$ cat src/rtl/stopwatch_core.sv
// ---------------------------------------------------------------------------
// stopwatch_core
//   Centisecond stopwatch. It sits directly downstream of the 100 Hz divider
//   and runs entirely on clk. The divided clock is only sampled: each rising
//   edge of clk_100hz becomes a one-cycle 10 ms tick. The block keeps a BCD
//   mm:ss.cc count, with run/pause, lap-hold freeze and clear control, and
//   feeds the value to the display scanner.
//
// Parameters
//   MAX_MIN     highest minute value before the count wraps (1..99)
//
// Ports
//   clk         system clock, rising edge
//   rst         asynchronous reset, active low
//   clk_100hz   divided clock, sampled only
//   start_stop  one-cycle pulse, toggles between run and pause
//   lap         one-cycle pulse, toggles the lap-hold display freeze
//   clear       one-cycle pulse, zeroes the count when not running
//   disp_bcd    displayed value {m1,m0,s1,s0,c1,c0}, 4 bits per digit
//   running     high while the stopwatch is in RUN
//   lap_hold    high while the display is frozen on the lap latch
//   overflow    sticky; set when the count wraps past MAX_MIN:59.99
//   state       IDLE=00, RUN=01, PAUSE=10 (11 recovers to IDLE)
//
// FSM states
//   state | meaning
//   IDLE  | count is zero, waiting for start_stop
//   RUN   | counting ticks, lap toggles the display freeze
//   PAUSE | count held, clear returns to IDLE
//   BAD   | unused encoding, returns to IDLE on the next edge
// ---------------------------------------------------------------------------
module stopwatch_core #(
  parameter int unsigned MAX_MIN = 59
) (
  input  logic        clk,
  input  logic        rst,
  input  logic        clk_100hz,
  input  logic        start_stop,
  input  logic        lap,
  input  logic        clear,
  output logic [23:0] disp_bcd,
  output logic        running,
  output logic        lap_hold,
  output logic        overflow,
  output logic [1:0]  state
);

  typedef enum logic [1:0] {
    IDLE  = 2'b00,
    RUN   = 2'b01,
    PAUSE = 2'b10,
    BAD   = 2'b11
  } state_t;

  localparam logic [3:0] MAX_M1 = 4'(MAX_MIN / 10);
  localparam logic [3:0] MAX_M0 = 4'(MAX_MIN % 10);

  // -------------------------------------------------------------------------
  // Tick generation: two-flop synchronizer plus an edge-detect delay flop.
  // -------------------------------------------------------------------------
  logic sync0, sync1, sync2;
  logic tick;

  always_ff @(posedge clk or negedge rst) begin
    if (!rst) begin
      sync0 <= 1'b0;
      sync1 <= 1'b0;
      sync2 <= 1'b0;
    end else begin
      sync0 <= clk_100hz;
      sync1 <= sync0;
      sync2 <= sync1;
    end
  end

  assign tick = sync1 & ~sync2;

  // -------------------------------------------------------------------------
  // BCD count and its incremented value
  // -------------------------------------------------------------------------
  logic [3:0] m1, m0, s1, s0, c1, c0;
  logic [23:0] cnt_q, cnt_inc, latch_q;
  logic cy_c0, cy_c1, cy_s0, cy_s1, cy_m0;
  logic at_max;

  assign {m1, m0, s1, s0, c1, c0} = cnt_q;

  always_comb begin
    cy_c0  = (c0 == 4'd9);
    cy_c1  = cy_c0 && (c1 == 4'd9);
    cy_s0  = cy_c1 && (s0 == 4'd9);
    cy_s1  = cy_s0 && (s1 == 4'd5);
    cy_m0  = cy_s1 && (m0 == 4'd9);
    // Wrap is decided on the whole value so m1 never goes past the
    // tens digit of MAX_MIN and m0 never past its units digit there.
    at_max = cy_s1 && (m1 == MAX_M1) && (m0 == MAX_M0);

    cnt_inc = cnt_q;
    if (at_max) begin
      cnt_inc = '0;
    end else begin
      cnt_inc[3:0] = cy_c0 ? 4'd0 : c0 + 4'd1;
      if (cy_c0) cnt_inc[7:4]   = cy_c1 ? 4'd0 : c1 + 4'd1;
      if (cy_c1) cnt_inc[11:8]  = cy_s0 ? 4'd0 : s0 + 4'd1;
      if (cy_s0) cnt_inc[15:12] = cy_s1 ? 4'd0 : s1 + 4'd1;
      if (cy_s1) cnt_inc[19:16] = cy_m0 ? 4'd0 : m0 + 4'd1;
      if (cy_m0) cnt_inc[23:20] = m1 + 4'd1;
    end
  end

  // -------------------------------------------------------------------------
  // Control FSM
  // -------------------------------------------------------------------------
  state_t state_q, state_n;
  logic   lap_hold_q, lap_hold_n;
  logic   running_q;
  logic   overflow_q;
  logic   count_en;
  logic   cnt_zero;
  logic   latch_cap;
  logic   latch_zero;
  logic   ovf_clr;

  always_ff @(posedge clk or negedge rst) begin
    if (!rst) begin
      state_q    <= IDLE;
      lap_hold_q <= 1'b0;
      running_q  <= 1'b0;
    end else begin
      state_q    <= state_n;
      lap_hold_q <= lap_hold_n;
      running_q  <= (state_n == RUN);
    end
  end

  always_comb begin
    state_n    = state_q;
    lap_hold_n = lap_hold_q;
    count_en   = 1'b0;
    cnt_zero   = 1'b0;
    latch_cap  = 1'b0;
    latch_zero = 1'b0;
    ovf_clr    = 1'b0;
    case (state_q)
      IDLE: begin
        // start_stop beats clear; the count is already zero in IDLE.
        if (start_stop) begin
          state_n = RUN;
        end else if (clear) begin
          lap_hold_n = 1'b0;
          latch_zero = 1'b0 | 1'b1;
          ovf_clr    = 1'b1;
        end
      end
      RUN: begin
        count_en = tick;
        if (start_stop) state_n = PAUSE;
        if (lap) begin
          lap_hold_n = ~lap_hold_q;
          // Capture uses the registered count, i.e. the pre-increment value
          // when a tick lands on the same edge.
          latch_cap  = ~lap_hold_q;
        end
      end
      PAUSE: begin
        if (clear) begin
          state_n    = IDLE;
          cnt_zero   = 1'b1;
          latch_zero = 1'b1;
          lap_hold_n = 1'b0;
          ovf_clr    = 1'b1;
        end else begin
          if (start_stop) state_n = RUN;
          if (lap) lap_hold_n = 1'b0;
        end
      end
      default: begin
        state_n = IDLE;
      end
    endcase
  end

  // -------------------------------------------------------------------------
  // Datapath registers
  // -------------------------------------------------------------------------
  always_ff @(posedge clk or negedge rst) begin
    if (!rst) begin
      cnt_q      <= '0;
      latch_q    <= '0;
      overflow_q <= 1'b0;
    end else begin
      if (cnt_zero)      cnt_q <= '0;
      else if (count_en) cnt_q <= cnt_inc;

      if (latch_zero)     latch_q <= '0;
      else if (latch_cap) latch_q <= cnt_q;

      if (ovf_clr)                  overflow_q <= 1'b0;
      else if (count_en && at_max)  overflow_q <= 1'b1;
    end
  end

  assign disp_bcd = lap_hold_q ? latch_q : cnt_q;
  assign running  = running_q;
  assign lap_hold = lap_hold_q;
  assign overflow = overflow_q;
  assign state    = state_q;

endmodule
$ cat config.mk
export PLATFORM = sky130hd
export DESIGN_NAME = stopwatch_core
export DESIGN_NICKNAME = d
export VERILOG_FILES = /design/src/rtl/stopwatch_core.sv
export SDC_FILE = /design/constraint.sdc
export NUM_CORES = 1
export LEC_CHECK = 0
export CAP_MARGIN = 25
export CORE_MARGIN = 5
export CORE_UTILIZATION = 58
export CTS_BUF_LIST = sky130_fd_sc_hd__clkbuf_2
export DETAILED_ROUTE_END_ITERATION = 12
export PLACE_DENSITY = 0.83
export SLEW_MARGIN = 15
export SYNTH_ARGS = -nofsm -noshare
export SYNTH_HDL_FRONTEND = slang
export SYNTH_SLANG_ARGS = --single-unit
$ cat constraint.sdc
create_clock -name clk -period 2.4 [get_ports clk]
set_input_delay 0.36 -clock clk [delete_from_list [all_inputs] [get_ports clk]]
set_output_delay 0.36 -clock clk [all_outputs]
set_load 0.005 [all_outputs]
# Word level (Yosys, flattened, before mapping)
# Index checks and enable logic that the tools add are counted.
# classes
add_sub_neg	6
n_eq_ne	13
reduce_logical	23
muxes	35
bitwise	3
# op_table
op	n
$mux 24	6
$mux 4	10
$add 4x1->4 const B	6
$reduce_bool 3->1	6
$eq 4x4->1 const B	4
$mux 1	13
$reduce_and 2->1	5
$eq 4x3->1 const B	2
$logic_and 1x1->1	7
$mux 2	3
$ne 2x2->1 const B	3
$pmux 2 s3	1
$reduce_bool 2->1	3
$reduce_and 5->1	1
$eq 2x1->1 const B	2
$ne 3x3->1 const B	1
$pmux 1 s3	1
$eq 2x2->1 const B	1
$logic_not 2->1	1
$not 1->1	2
$pmux 1 s2	1
$and 1x1->1	1
# word_totals
regBits	56
output_inout_bits	29
wordCells	94
input_bits	6

# Longest topological paths before layout
# logic_depth
depth_word	10
mapped_depth	8
mapped_depth_nobuf	6

# Worst setup path after synthesis
# Ideal clock, no wire load.
# synth_timing
path_type	register to register
start	register cnt_q[8]
end	register cnt_q[15]
path_stages_with_launch	8
arrival_ns	1.846
period_less_slack_ns	1.924
setup_ns	0.078
required_time_ns	2.322
path_buffers	2
slack_ns	0.476
path_cell_list	dfrtp_1 ha_1 and3b_1 buf_6 and4b_1 buf_6 or4_1 a21oi_1
# synth_via
elab_chain_len	8
elab_cells_between_ends	12
classes_between	eq/ne: 1; mux: 5; reduce/logical: 6
# synth_lines
item	line	rtl
start: declaration	82	logic [23:0] cnt_q, cnt_inc, latch_q;
start signal: assignment	193	else if (count_en) cnt_q <= cnt_inc;
$eq 4x4->1 (*)	91	cy_s0 = cy_c1 && (s0 == 4'd9);
$logic_and 1x1->1 (*)	91	
$logic_and 1x1->1	92	cy_s1 = cy_s0 && (s1 == 4'd5);
$mux 4 / $logic_and 1x1->1 (equally long branches) (2 in series)	105, 96	
$mux 24	99	if (at_max) begin
$mux 24	193	
$mux 24	192	if (cnt_zero) cnt_q <= '0;
# Mark *: on every way between the ends. The rest lies on a longest branch, timed or not. The select of a mux whose other input is x is not followed.
# A chain may end at the register's enable or synchronous reset.

# Worst setup path in the final report
# layout_timing
start	register lap_hold_q, in the netlist lap_hold
end	output port disp_bcd[8]
# layout_via
elab_chain_len	1
# layout_lines
item	line	rtl
start: declaration	115	logic lap_hold_q, lap_hold_n;
start signal: assignment	131	lap_hold_q <= lap_hold_n;
$mux 24	203	assign disp_bcd = lap_hold_q ? latch_q : cnt_q;
end: declaration	41	output logic [23:0] disp_bcd,
# Every way passes these cells.

==> results.yml <==
outcome:
  status: "finished, final reports clean"
logic_synthesis:
  synth_cell_types: 42
  async_flop_share_pct: 100
  yosysTopAreaCell: "dfrtp_1"
  yosys_warnings: 0
  syn_area_mm2: 0.00291
  synthTopCellsByArea: "dfrtp_1, mux2_2, a22o_1, ha_1, o21ai_0"
  synth_top_area_share_pct: 48.1
  ys.flop_type: "dfrtp_1"
  seq_area_frac_synth_pct: 48.1
  syn_inst: 278
  synth_edf_count: 0
  synth_nets: 296
  ys_ff_latch: 56
  synth.avg_cell_area_um2: 10.5
global_route:
  met2_usage_pct: 35.1
  use_met3_pct: 3.10
  grt.total_usage_pct: 21.4
  grt_antenna_before_repair: 0
  grt_max_degree: 26
  grt_pass1_vias: 2298
  use_met1_pct: 29.7
  grt_overflow: 0
  top_usage_layer: "met2"
  grt_pass1_wl_mm: 11.0
timing:
  worst_pin_slew_ns: 0.405
  setup_viol: 0
  fin_crit_ns: 2.29
  finClkSkew_ns: 0.0115
  finalCritPeriodShare_pct: 95.5
  fmax_ghz: 0.436
  final-hold-violation-count: 0
  rsz0062_at_grt: "no"
  slew_headroom_pct: 72.9
  fin_ws_ns: 0.107
  tns_ns: 0
  slew_viol_final: 0
critical_path:
  crit_required_ns: 2.04
  critical_path.top_delay_family: "buffers and inverters"
  endpoint: "disp_bcd[8]"
  r2r-end: "cnt_q[16]$_DFFE_PN0P_"
  cp_max_fo: 22
  crit_path_start_kind: "register"
  worst_r2r_startpoint: "cnt_q[9]$_DFFE_PN0P_"
  worstSetupPathType: "reg -> out"
  r2r_slack_ns: 0.31
  cp.depth: 3
  crit_start: "lap_hold$_DFFE_PN0P_"
  worstPathArrival_ns: 1.93
  crit_slowest_cell: "dfrtp_1"
  path_buf_inv: 2
  critPathCaptureType: "primary output"
  path_cells: "buf_8, mux2_2, clkdlybuf4s50_1"
  slowest_delay_ns: 0.45
  r2r.worst_path.cells: 6
routing:
  dr.first_iter.drc_count: 145
  totalWireLength_mm: 6.32
  dr.pass1.iters: 4
  drcViolationCount: 0
  avgRoutedWirePerCell_um: 16.6
  vias: 2266
  postRouteAntennaNets: 0
  via_per_inst: 5.96
power:
  irDropWorstVdd_mv: 0.581
  power_density_mw_per_mm2: 875
  p_leak_uw: 0.00152
min_path:
  hold_class: "in -> async"
finish:
  fin_nets: 330
  num_antenna_cells: 0
  stdcell_count: 380
  synthToLayoutAreaGrowth_pct: 15.9
  num-fill-cells: 390
  drive_gt1_share_pct: 13.4
place:
  dp.cells: 371
  pre_cts_ws_ns: 0.375
  globalplace.congestion: 0.825
  portBuffers: 34
  dp_hpwl_mm: 4.30
flow_run:
  drv_cap: 0
clock_tree:
  cts-root-buf: "clkbuf_2"
  clk_latency_ns: 0.44
  cts_setup_buffers: 0
  cts_tree: "done"
  clock_sinks: 56
  cts_max_level: 2
  numCtsBuffers: 5
  clockBufferDepth: 2
  path_clk_slew_ns: 0.27
floorplanning:
  dieWidth_um: 80.9
  die_area_mm2: 0.00654
  ios: 35
  die_y_um: 80.9
  core_mm2: 0.00479
  initial_core_util_pct: 60.9
  num_rows: 25
## cell usage after synthesis (all sizes together) (2+ instances only)
cell     n
a21oi   17
a22o    24
a22oi    2
a31o     2
and2     3
and3b    5
buf      5
clkbuf  13
dfrtp   56
ha      12
inv      9
mux2    18
mux2i    2
nand2   22
nand2b   5
nand3   10
nand3b   3
nand4    5
nand4b   2
nor2     8
nor3     7
o21ai   19
o22ai    3
o31ai    5
or3      5
or4      4
## cell usage in the layout (no fill, tap or decap), drive strengths merged, types with 2 or more instances in the layout
cell / instances
clkbuf: 7
nand3b: 3
o22ai: 3
and2: 3
inv: 9
dfrtp: 56
nand2b: 5
mux2: 18
nand3: 10
a22o: 24
o21ai: 19
nand2: 22
nand4: 5
or3: 5
a22oi: 2
nand4b: 2
nor2: 8
or4: 4
buf: 11
mux2i: 2
ha: 12
o31ai: 5
and3b: 5
nor3: 7
a21oi: 17
clkdlybuf4s50: 33
a31o: 2
## sequential cells by signal (all words and copies together), names as in the netlist
register,flops
running,1
state,2
cnt_q,24
sync2,1
latch_q,24
overflow,1
sync0,1
lap_hold,1
sync1,1
## worst reg2reg max path: cells and delay by family (launching register included)
kind	cells	cell delay (ns)
compound gates	1	0.16
fa+ha+maj	1	0.13
buf+inv	1	0.09
flops	1	0.49
simple gates	3	1.18
## stage by stage
step                hold slack (ns)  power, uW  util, %  area [um^2]
finish                        0.273       2950     70.6         3380
global route                  0.262       3180     70.6         3380
CTS                           0.285       2950     70.4         3370
detailed placement            0.260       2590     69.4         3320
global placement              0.262       2550     69.4         3320
floorplan                    0.0644       2040        -         2910
## area by class of cell
class,instances,area (um^2),area share (%)
Clock buffer,7,35.0,1.04
Clock inverter,1,3.75,0.111
Inverter,9,33.8,1.00
Multi-Input combinational cell,195,1390,41.2
Sequential cell,56,1400,41.5
Tap cell,67,83.8,2.48
Timing Repair Buffer,45,428,12.7
## routing by layer
metal,vias up,wire (um)
met5,-,0
met4,0,78
met3,9,292
met2,67,2900
met1,1103,3040
li1,1087,-
## cell families after synthesis
| kind of cell | share of synthesized area (%) |
|---|---|
| muxes | 7.65 |
| adders and majority gates | 5.15 |
| DFF | 48.1 |
| AOI/OAI and AO/OA | 17.7 |
| buffers and inverters | 4.12 |
| and+or+nand+nor | 17.3 |
## what timing repair did
item                       in CTS  in global routing
setup endpoints to repair       0                 12
hold endpoints to repair       11                  0
resized for setup               0                  2
hold buffers                    1                  0
## report_power, final
group | leakage, uW | internal (uW) | switching, uW | total (uW)
Combinational | 0.000744 | 650 | 526 | 1180
Sequential | 0.000748 | 1160 | 249 | 1410
Clock | 0.0000306 | 77.8 | 290 | 367
Total | 0.00152 | 1890 | 1060 | 2950
## worst min-delay path by stage
stage          startpoint  cells past startpoint  slack (ns)                   end
2_1_floorplan         rst                      0        0.06  cnt_q[0]$_DFFE_PN0P_
3_3_place_gp          rst                      1        0.26     running$_DFF_PN0_
3_5_place_dp          rst                      1        0.26     running$_DFF_PN0_
4_1_cts               rst                      2        0.28     running$_DFF_PN0_
5_1_grt               rst                      2        0.26     running$_DFF_PN0_
6_report              rst                      2        0.27     running$_DFF_PN0_
No activity file was read; power rests on OpenSTA's default activity.
